--- config.mk ---
export PLATFORM = sky130hd
export DESIGN_NAME = load_store_unit
export DESIGN_NICKNAME = d
export VERILOG_FILES = /design/src/rtl/lsu_pkg.sv /design/src/rtl/lsu_lane_align.sv /design/src/rtl/load_store_unit.sv
export SDC_FILE = /design/constraint.sdc
export NUM_CORES = 1
export LEC_CHECK = 0
export BUFFER_PORTS_ARGS = -buffer_cell sky130_fd_sc_hd__buf_2
export CORE_MARGIN = 1.5
export CORE_UTILIZATION = 40
export DETAILED_ROUTE_END_ITERATION = 6
export GPL_TIMING_DRIVEN = 0
export PLACE_DENSITY_LB_ADDON = 0.08
export SLEW_MARGIN = 15
export SYNTH_ARGS = -nofsm -noshare
export SYNTH_HDL_FRONTEND = slang
export SYNTH_SLANG_ARGS = --single-unit
--- constraint.sdc ---
create_clock -name lsu_clk -period 2.9 [get_ports lsu_clk]
set_clock_uncertainty 0.15 [all_clocks]
set_input_delay 0.87 -clock lsu_clk [delete_from_list [all_inputs] [get_ports lsu_clk]]
set_output_delay 0.87 -clock lsu_clk [all_outputs]
set_load 0.1 [all_outputs]
--- src/rtl/lsu_pkg.sv ---
`default_nettype none
// ============================================================================
// Module      : lsu_pkg
// Description : Shared widths, access-size and FSM state encodings, and the
//               request error decode used by the load/store unit.
// Revision    : 1.0 - initial release
// ============================================================================
package lsu_pkg;

   localparam int LSU_DWIDTH     = 32;
   localparam int LSU_AWIDTH_MEM = 10;

   typedef enum logic [1:0] {
      SIZE_B   = 2'b00,
      SIZE_H   = 2'b01,
      SIZE_W   = 2'b10,
      SIZE_ILL = 2'b11
   } lsu_size_e;

   typedef enum logic [2:0] {
      ST_IDLE  = 3'd0,
      ST_READ  = 3'd1,
      ST_WAIT  = 3'd2,
      ST_WRITE = 3'd3,
      ST_RESP  = 3'd4
   } lsu_state_e;

   // Illegal size, or an address not aligned to the access size.
   function automatic logic lsu_req_error(input logic [1:0] size, input logic [1:0] addr_lo);
      logic err;
      case (size)
         SIZE_B:  err = 1'b0;
         SIZE_H:  err = addr_lo[0];
         SIZE_W:  err = (addr_lo != 2'b00);
         default: err = 1'b1;
      endcase
      return err;
   endfunction

endpackage
`default_nettype wire

--- src/rtl/lsu_lane_align.sv ---
`default_nettype none
// ============================================================================
// Module      : lsu_lane_align
// Description : Little-endian lane handling. Extracts and sign/zero-extends
//               the addressed byte/half of a read word for loads, and merges
//               right-aligned store data into the addressed lane of a word.
// Revision    : 1.0 - initial release
// ============================================================================
module lsu_lane_align
   import lsu_pkg::*;
#(
   parameter int DWIDTH = LSU_DWIDTH
) (
   input  logic [1:0]        i_addr_lo,
   input  logic [1:0]        i_size,
   input  logic              i_unsigned,
   input  logic [DWIDTH-1:0] i_mem_word,
   input  logic [DWIDTH-1:0] i_store_data,
   output logic [DWIDTH-1:0] o_load_ext,
   output logic [DWIDTH-1:0] o_merged_word
);

   logic [7:0]  w_byte;
   logic [15:0] w_half;

   // Select the addressed lane, then extend it (loads) or overwrite it (stores).
   always_comb begin
      w_byte        = i_mem_word[{i_addr_lo, 3'b000} +: 8];
      w_half        = i_mem_word[{i_addr_lo[1], 4'b0000} +: 16];
      o_load_ext    = i_mem_word;
      o_merged_word = i_mem_word;
      case (i_size)
         SIZE_B: begin
            o_load_ext = {{(DWIDTH-8){~i_unsigned & w_byte[7]}}, w_byte};
            o_merged_word[{i_addr_lo, 3'b000} +: 8] = i_store_data[7:0];
         end
         SIZE_H: begin
            o_load_ext = {{(DWIDTH-16){~i_unsigned & w_half[15]}}, w_half};
            o_merged_word[{i_addr_lo[1], 4'b0000} +: 16] = i_store_data[15:0];
         end
         default: begin
            o_load_ext    = i_mem_word;
            o_merged_word = i_store_data;
         end
      endcase
   end

endmodule
`default_nettype wire

--- src/rtl/load_store_unit.sv ---
`default_nettype none
// ============================================================================
// Module      : load_store_unit
// Description : Memory-stage initiator for the word-wide data memory. One
//               request at a time; byte/half loads are extracted and
//               extended, byte/half stores are done as read-modify-write.
// Revision    : 1.0 - initial release
// ============================================================================
module load_store_unit
   import lsu_pkg::*;
#(
   parameter int DWIDTH     = LSU_DWIDTH,
   parameter int AWIDTH_MEM = LSU_AWIDTH_MEM
) (
   input  logic                  lsu_clk,
   input  logic                  lsu_rst,
   input  logic                  req_valid,
   output logic                  req_ready,
   input  logic                  req_we,
   input  logic [1:0]            req_size,
   input  logic                  req_unsigned,
   input  logic [AWIDTH_MEM+1:0] req_addr,
   input  logic [DWIDTH-1:0]     req_wdata,
   output logic                  rsp_valid,
   output logic [DWIDTH-1:0]     rsp_rdata,
   output logic                  rsp_err,
   output logic                  mem_ce,
   output logic                  mem_wr_en,
   output logic                  mem_rd_en,
   output logic [AWIDTH_MEM-1:0] mem_addr,
   output logic [DWIDTH-1:0]     mem_store_data,
   input  logic [DWIDTH-1:0]     mem_load_data
);

   lsu_state_e              r_state;
   lsu_state_e              w_state_nxt;
   logic                    r_we;
   logic [1:0]              r_size;
   logic                    r_unsigned;
   logic [AWIDTH_MEM+1:0]   r_addr;
   logic [DWIDTH-1:0]       r_wdata;
   logic [DWIDTH-1:0]       r_merged;
   logic [DWIDTH-1:0]       r_rdata;
   logic                    r_err;
   logic                    w_req_err;
   logic                    w_accept;
   logic [DWIDTH-1:0]       w_load_ext;
   logic [DWIDTH-1:0]       w_merged;

   assign w_req_err = lsu_req_error(req_size, req_addr[1:0]);
   assign w_accept  = req_valid && req_ready;
   assign rsp_rdata = r_rdata;
   assign rsp_err   = r_err;

   lsu_lane_align #(
      .DWIDTH(DWIDTH)
   ) u_lane_align (
      .i_addr_lo     (r_addr[1:0]),
      .i_size        (r_size),
      .i_unsigned    (r_unsigned),
      .i_mem_word    (mem_load_data),
      .i_store_data  (r_wdata),
      .o_load_ext    (w_load_ext),
      .o_merged_word (w_merged)
   );

   // State register; reset abandons any operation in flight.
   always_ff @(posedge lsu_clk) begin
      if (!lsu_rst) r_state <= ST_IDLE;
      else          r_state <= w_state_nxt;
   end

   // Request latch and response data; response fields change only on RESP entry.
   always_ff @(posedge lsu_clk) begin
      if (!lsu_rst) begin
         r_we       <= 1'b0;
         r_size     <= 2'b00;
         r_unsigned <= 1'b0;
         r_addr     <= '0;
         r_wdata    <= '0;
         r_merged   <= '0;
         r_rdata    <= '0;
         r_err      <= 1'b0;
      end else begin
         if (w_accept) begin
            r_we       <= req_we;
            r_size     <= req_size;
            r_unsigned <= req_unsigned;
            r_addr     <= req_addr;
            r_wdata    <= req_wdata;
            if (w_req_err) begin
               r_rdata <= '0;
               r_err   <= 1'b1;
            end
         end
         if (r_state == ST_WAIT) begin
            if (r_we) begin
               r_merged <= w_merged;
            end else begin
               r_rdata <= w_load_ext;
               r_err   <= 1'b0;
            end
         end
         if (r_state == ST_WRITE) begin
            r_rdata <= '0;
            r_err   <= 1'b0;
         end
      end
   end

   // Next-state and state-decoded outputs; everything forced low during reset.
   always_comb begin
      w_state_nxt    = r_state;
      req_ready      = 1'b0;
      rsp_valid      = 1'b0;
      mem_ce         = 1'b0;
      mem_wr_en      = 1'b0;
      mem_rd_en      = 1'b0;
      mem_addr       = '0;
      mem_store_data = '0;
      case (r_state)
         ST_IDLE: begin
            req_ready = 1'b1;
            if (req_valid) begin
               if (w_req_err)                          w_state_nxt = ST_RESP;
               else if (req_we && (req_size == SIZE_W)) w_state_nxt = ST_WRITE;
               else                                     w_state_nxt = ST_READ;
            end
         end
         ST_READ: begin
            mem_ce      = 1'b1;
            mem_rd_en   = 1'b1;
            mem_addr    = r_addr[AWIDTH_MEM+1:2];
            w_state_nxt = ST_WAIT;
         end
         ST_WAIT: begin
            mem_addr    = r_addr[AWIDTH_MEM+1:2];
            w_state_nxt = r_we ? ST_WRITE : ST_RESP;
         end
         ST_WRITE: begin
            mem_ce         = 1'b1;
            mem_wr_en      = 1'b1;
            mem_addr       = r_addr[AWIDTH_MEM+1:2];
            mem_store_data = (r_size == SIZE_W) ? r_wdata : r_merged;
            w_state_nxt    = ST_RESP;
         end
         ST_RESP: begin
            rsp_valid   = 1'b1;
            w_state_nxt = ST_IDLE;
         end
         default: w_state_nxt = ST_IDLE;
      endcase
      if (!lsu_rst) begin
         req_ready      = 1'b0;
         rsp_valid      = 1'b0;
         mem_ce         = 1'b0;
         mem_wr_en      = 1'b0;
         mem_rd_en      = 1'b0;
         mem_addr       = '0;
         mem_store_data = '0;
      end
   end

endmodule
`default_nettype wire

==> flow_metrics.env <==
export IMPL_path_class="input port to output pin"
export IMPL_postLayoutCellArea_mm2=0.00903
export IMPL_critical_path_buf_inv_count=3
export IMPL_regToRegEndpoint="r_merged[24]$_SDFFE_PN0P_"
export IMPL_cts_root_buf="clkbuf_16"
export IMPL_initial_core_util_pct=41.5
export IMPL_setup_viol=34
export IMPL_outcome="complete, but fails checks"
export IMPL_hold_violations=0
export IMPL_clk_latency_ns=0.43
export IMPL_reg2reg_from="r_addr[1]$_SDFFE_PN0N_"
export IMPL_fmax_ghz=0.335
export IMPL_postPlaceCellArea_mm2=0.00769
export IMPL_die_h_um=127
export IMPL_p_leak_nw=3.39
export IMPL_antenna_found_initial=0
export IMPL_cp_arrival_ns=1.97
export IMPL_slew_viol_final=0
export IMPL_fin_nets=1091
export IMPL_setup_ws_ns=-0.0864
export IMPL_die_w_um=127
export IMPL_path_depth=7
export IMPL_io_buffers=162
export IMPL_fp_dieArea_mm2=0.0160
export IMPL_p_total_w=0.00487
export IMPL_hp_class="flop to flop"
export IMPL_final_common_cell="nand2_1"
export IMPL_ys_top_cells_by_area="dfxtp_1 (38%), nand2_1 (13%), a21oi_1 (7.9%)"
export IMPL_r2r_slack_ns=0.20
export IMPL_crit_path_end_kind="output pin"
export IMPL_cts_hold_repair_buffers=0
export IMPL_grt_overflow_total=0
export IMPL_rr_worst_depth=8
export IMPL_netlist_area_mm2=0.00610
export IMPL_violations="setup timing"
export IMPL_mostFrequentLayoutCells="nand2_1 (202), buf_2 (138), dfxtp_1 (115)"
export IMPL_vias_per_cell=5.93
export IMPL_ys_flop_type="dfxtp_1"
export IMPL_drive_gt1_share_pct=31.0
export IMPL_first_pass_iters=6
export IMPL_grt_pass1_wl_um=37800
export IMPL_cap_violations=0
export IMPL_worstPathRequired_ns=1.88
export IMPL_netlist_instances=818
export IMPL_final_cells=1200
export IMPL_hpwl_um=17600
export IMPL_avgSynthCellArea_um2=7.46
export IMPL_critical_path_startpoint="lsu_rst"
export IMPL_ys_async_sr_fraction_pct=0
export IMPL_numCtsBuffers=17
export IMPL_grt_usage_pct=30.6
export IMPL_boundaryPins=163
export IMPL_rsz0062_at_grt="true"
export IMPL_synthDistinctLibCells=48
export IMPL_cts_sinks=116
export IMPL_syn2layout_area_growth_pct=48.1
export IMPL_fin_crit_ns=2.99
export IMPL_htreeDepth=4
export IMPL_place_gp_congestion=0.942
export IMPL_path_clk_slew_ns=0.06
export IMPL_synth_edf_count=0
export IMPL_pre_cts_slack_ns=-0.520
export IMPL_slowest_stage="and2_4"
export IMPL_vdd_ir_drop_max_mv=0.414
export IMPL_cpPeakStageDelay_ns=0.22
export IMPL_hold_depth=2
export IMPL_diodes=0
export IMPL_initialDrtViolationCount=609
export IMPL_routed_wl_um=24400
export IMPL_slew_limit_headroom_pct=59.2
export IMPL_vias=7118
export IMPL_cp_max_fo=5
export IMPL_finalCritPeriodShare_pct=103
export IMPL_netlist_area_leader_share_pct=38.1
export IMPL_fp_coreArea_mm2=0.0147
export IMPL_synth_seq_cells=116
export IMPL_ant_nets=0
export IMPL_drc=0
export IMPL_grt_start_max_net_pins=20
export IMPL_yosysWarningCount=0
export IMPL_rows=44
export IMPL_grt_pass1_vias=6889
export IMPL_ys_seq_area_share_pct=38.1
export IMPL_worst_slew_pin_slew_ns=0.612
export IMPL_critPathTopFamily="simple AND/OR/NAND/NOR gates"
export IMPL_routedWlPerCell_um=20.3
export IMPL_yosysTopAreaCell="dfxtp_1"
export IMPL_cts_buffer_depth=2
export IMPL_endpoint="mem_store_data[3]"
export IMPL_start_kind="input port"
export IMPL_synth_net_count=906
export IMPL_crit_chain="buf_8 -> nor2b_4 -> and2_4 -> nand2_4 -> clkbuf_16 -> a21oi_4 -> buf_12"
export IMPL_p_per_area_mw_per_mm2=539
export IMPL_dp_cells=1164
export IMPL_cts_tree="yes"
[how the worst min path moves through the flow]
stage | start | end | slack [ns]
floorplan | r_addr[10]$_SDFFE_PN0N_ | r_addr[10]$_SDFFE_PN0N_ | 0.28
global placement | rsp_err$_SDFF_PP0_ | rsp_err$_SDFF_PP0_ | 0.28
detailed placement | rsp_err$_SDFF_PP0_ | rsp_err$_SDFF_PP0_ | 0.29
CTS | rsp_err$_SDFF_PP0_ | rsp_err$_SDFF_PP0_ | 0.30
global route | rsp_err$_SDFF_PP0_ | rsp_err$_SDFF_PP0_ | 0.33
finish | rsp_err$_SDFF_PP0_ | rsp_err$_SDFF_PP0_ | 0.29
[power by group]
| group | leakage, nW | switching [W] | internal, W | total, W |
|---|---|---|---|---|
| combinational | 2.16 | 0.000632 | 0.000277 | 0.000909 |
| clock | 0.287 | 0.000789 | 0.00139 | 0.00218 |
| sequential | 0.945 | 0.000101 | 0.00168 | 0.00178 |
| total | 3.39 | 0.00152 | 0.00335 | 0.00487 |
[state kept, by name, indices dropped and copies added, names as in the netlist]
register and cells:
r_merged 32, r_wdata 32, rsp_rdata 32, r_addr 12
r_state 3, r_size 2, r_unsigned 1, r_we 1
rsp_err 1
[metrics by stage]
step	hold slack [ns]	setup TNS [ns]	util (%)
after global routing	0.326	-3.49	61.5
after floorplan	0.279	-12.46	-
after detailed placement	0.288	-17.66	52.3
final	0.289	-2.08	61.5
after CTS	0.297	-1.86	61.1
after global placement	0.281	-17.71	52.3
[synth_stat cells (2+ instances only)]
cell	number
nand2_1	204
dfxtp_1	116
a21oi_1	96
o21ai_0	88
clkbuf_1	48
a31oi_1	41
nor2_1	25
a22oi_1	24
o22ai_1	24
buf_2	23
inv_1	23
a222oi_1	8
a32o_1	8
nand3_1	8
o221ai_1	8
o2bb2ai_1	8
mux4_2	6
ha_1	5
nor2b_1	5
buf_1	4
nor3_1	4
or2_2	4
a21oi_2	3
mux4_1	3
o21a_1	3
and2_1	2
and3_1	2
buf_6	2
nand3b_1	2
nor3b_1	2
o21ai_1	2
[worst register-to-register path: stages, from the launching register on]
cell      delay [ns]
dfxtp_1         0.50
buf_6           0.26
inv_1           0.11
ha_1            0.32
or4b_1          0.52
clkbuf_1        0.22
o22ai_1         0.28
nand2_1         0.11
a31oi_1         0.15
[repair_timing]
item | 4_1_cts | 5_1_grt
gates cloned | 4 | 1
setup buffers | 2 | 1
endpoints found under the hold margin | 0 | 0
endpoints found under the setup margin | 61 | 48
resized for setup | 176 | 11
pin swaps | 0 | 2
[cells by family after synthesis]
logic type	count (synthesis)	synth area share, %
AO/OA/AOI/OAI	317	31.4
flip-flops	116	38.1
multiplexers	9	3.51
adder cells (fa/ha/maj)	5	1.03
AND/OR/NAND/NOR	270	19.0
buffers and inverters	101	6.99
[final cells by class]
| cell class | count | area (um2) |
|---|---|---|
| Fill cell | 1340 | 5660 |
| Clock buffer | 19 | 453 |
| Sequential cell | 116 | 2320 |
| Tap cell | 184 | 230 |
| Multi-Input combinational cell | 603 | 3850 |
| Buffer | 74 | 447 |
| Clock inverter | 13 | 156 |
| Timing Repair Buffer | 168 | 1480 |
| Inverter | 23 | 90.1 |
[metal layers]
layer	GRT usage, %	wire length (um)	vias up
met2	48.6	11100	354
li1	-	-	3320
met1	40.8	10600	3384
met4	13.2	865	0
met3	5.78	1800	60
met5	0	0	-
Note: power is estimated with default switching activity, not from simulation.
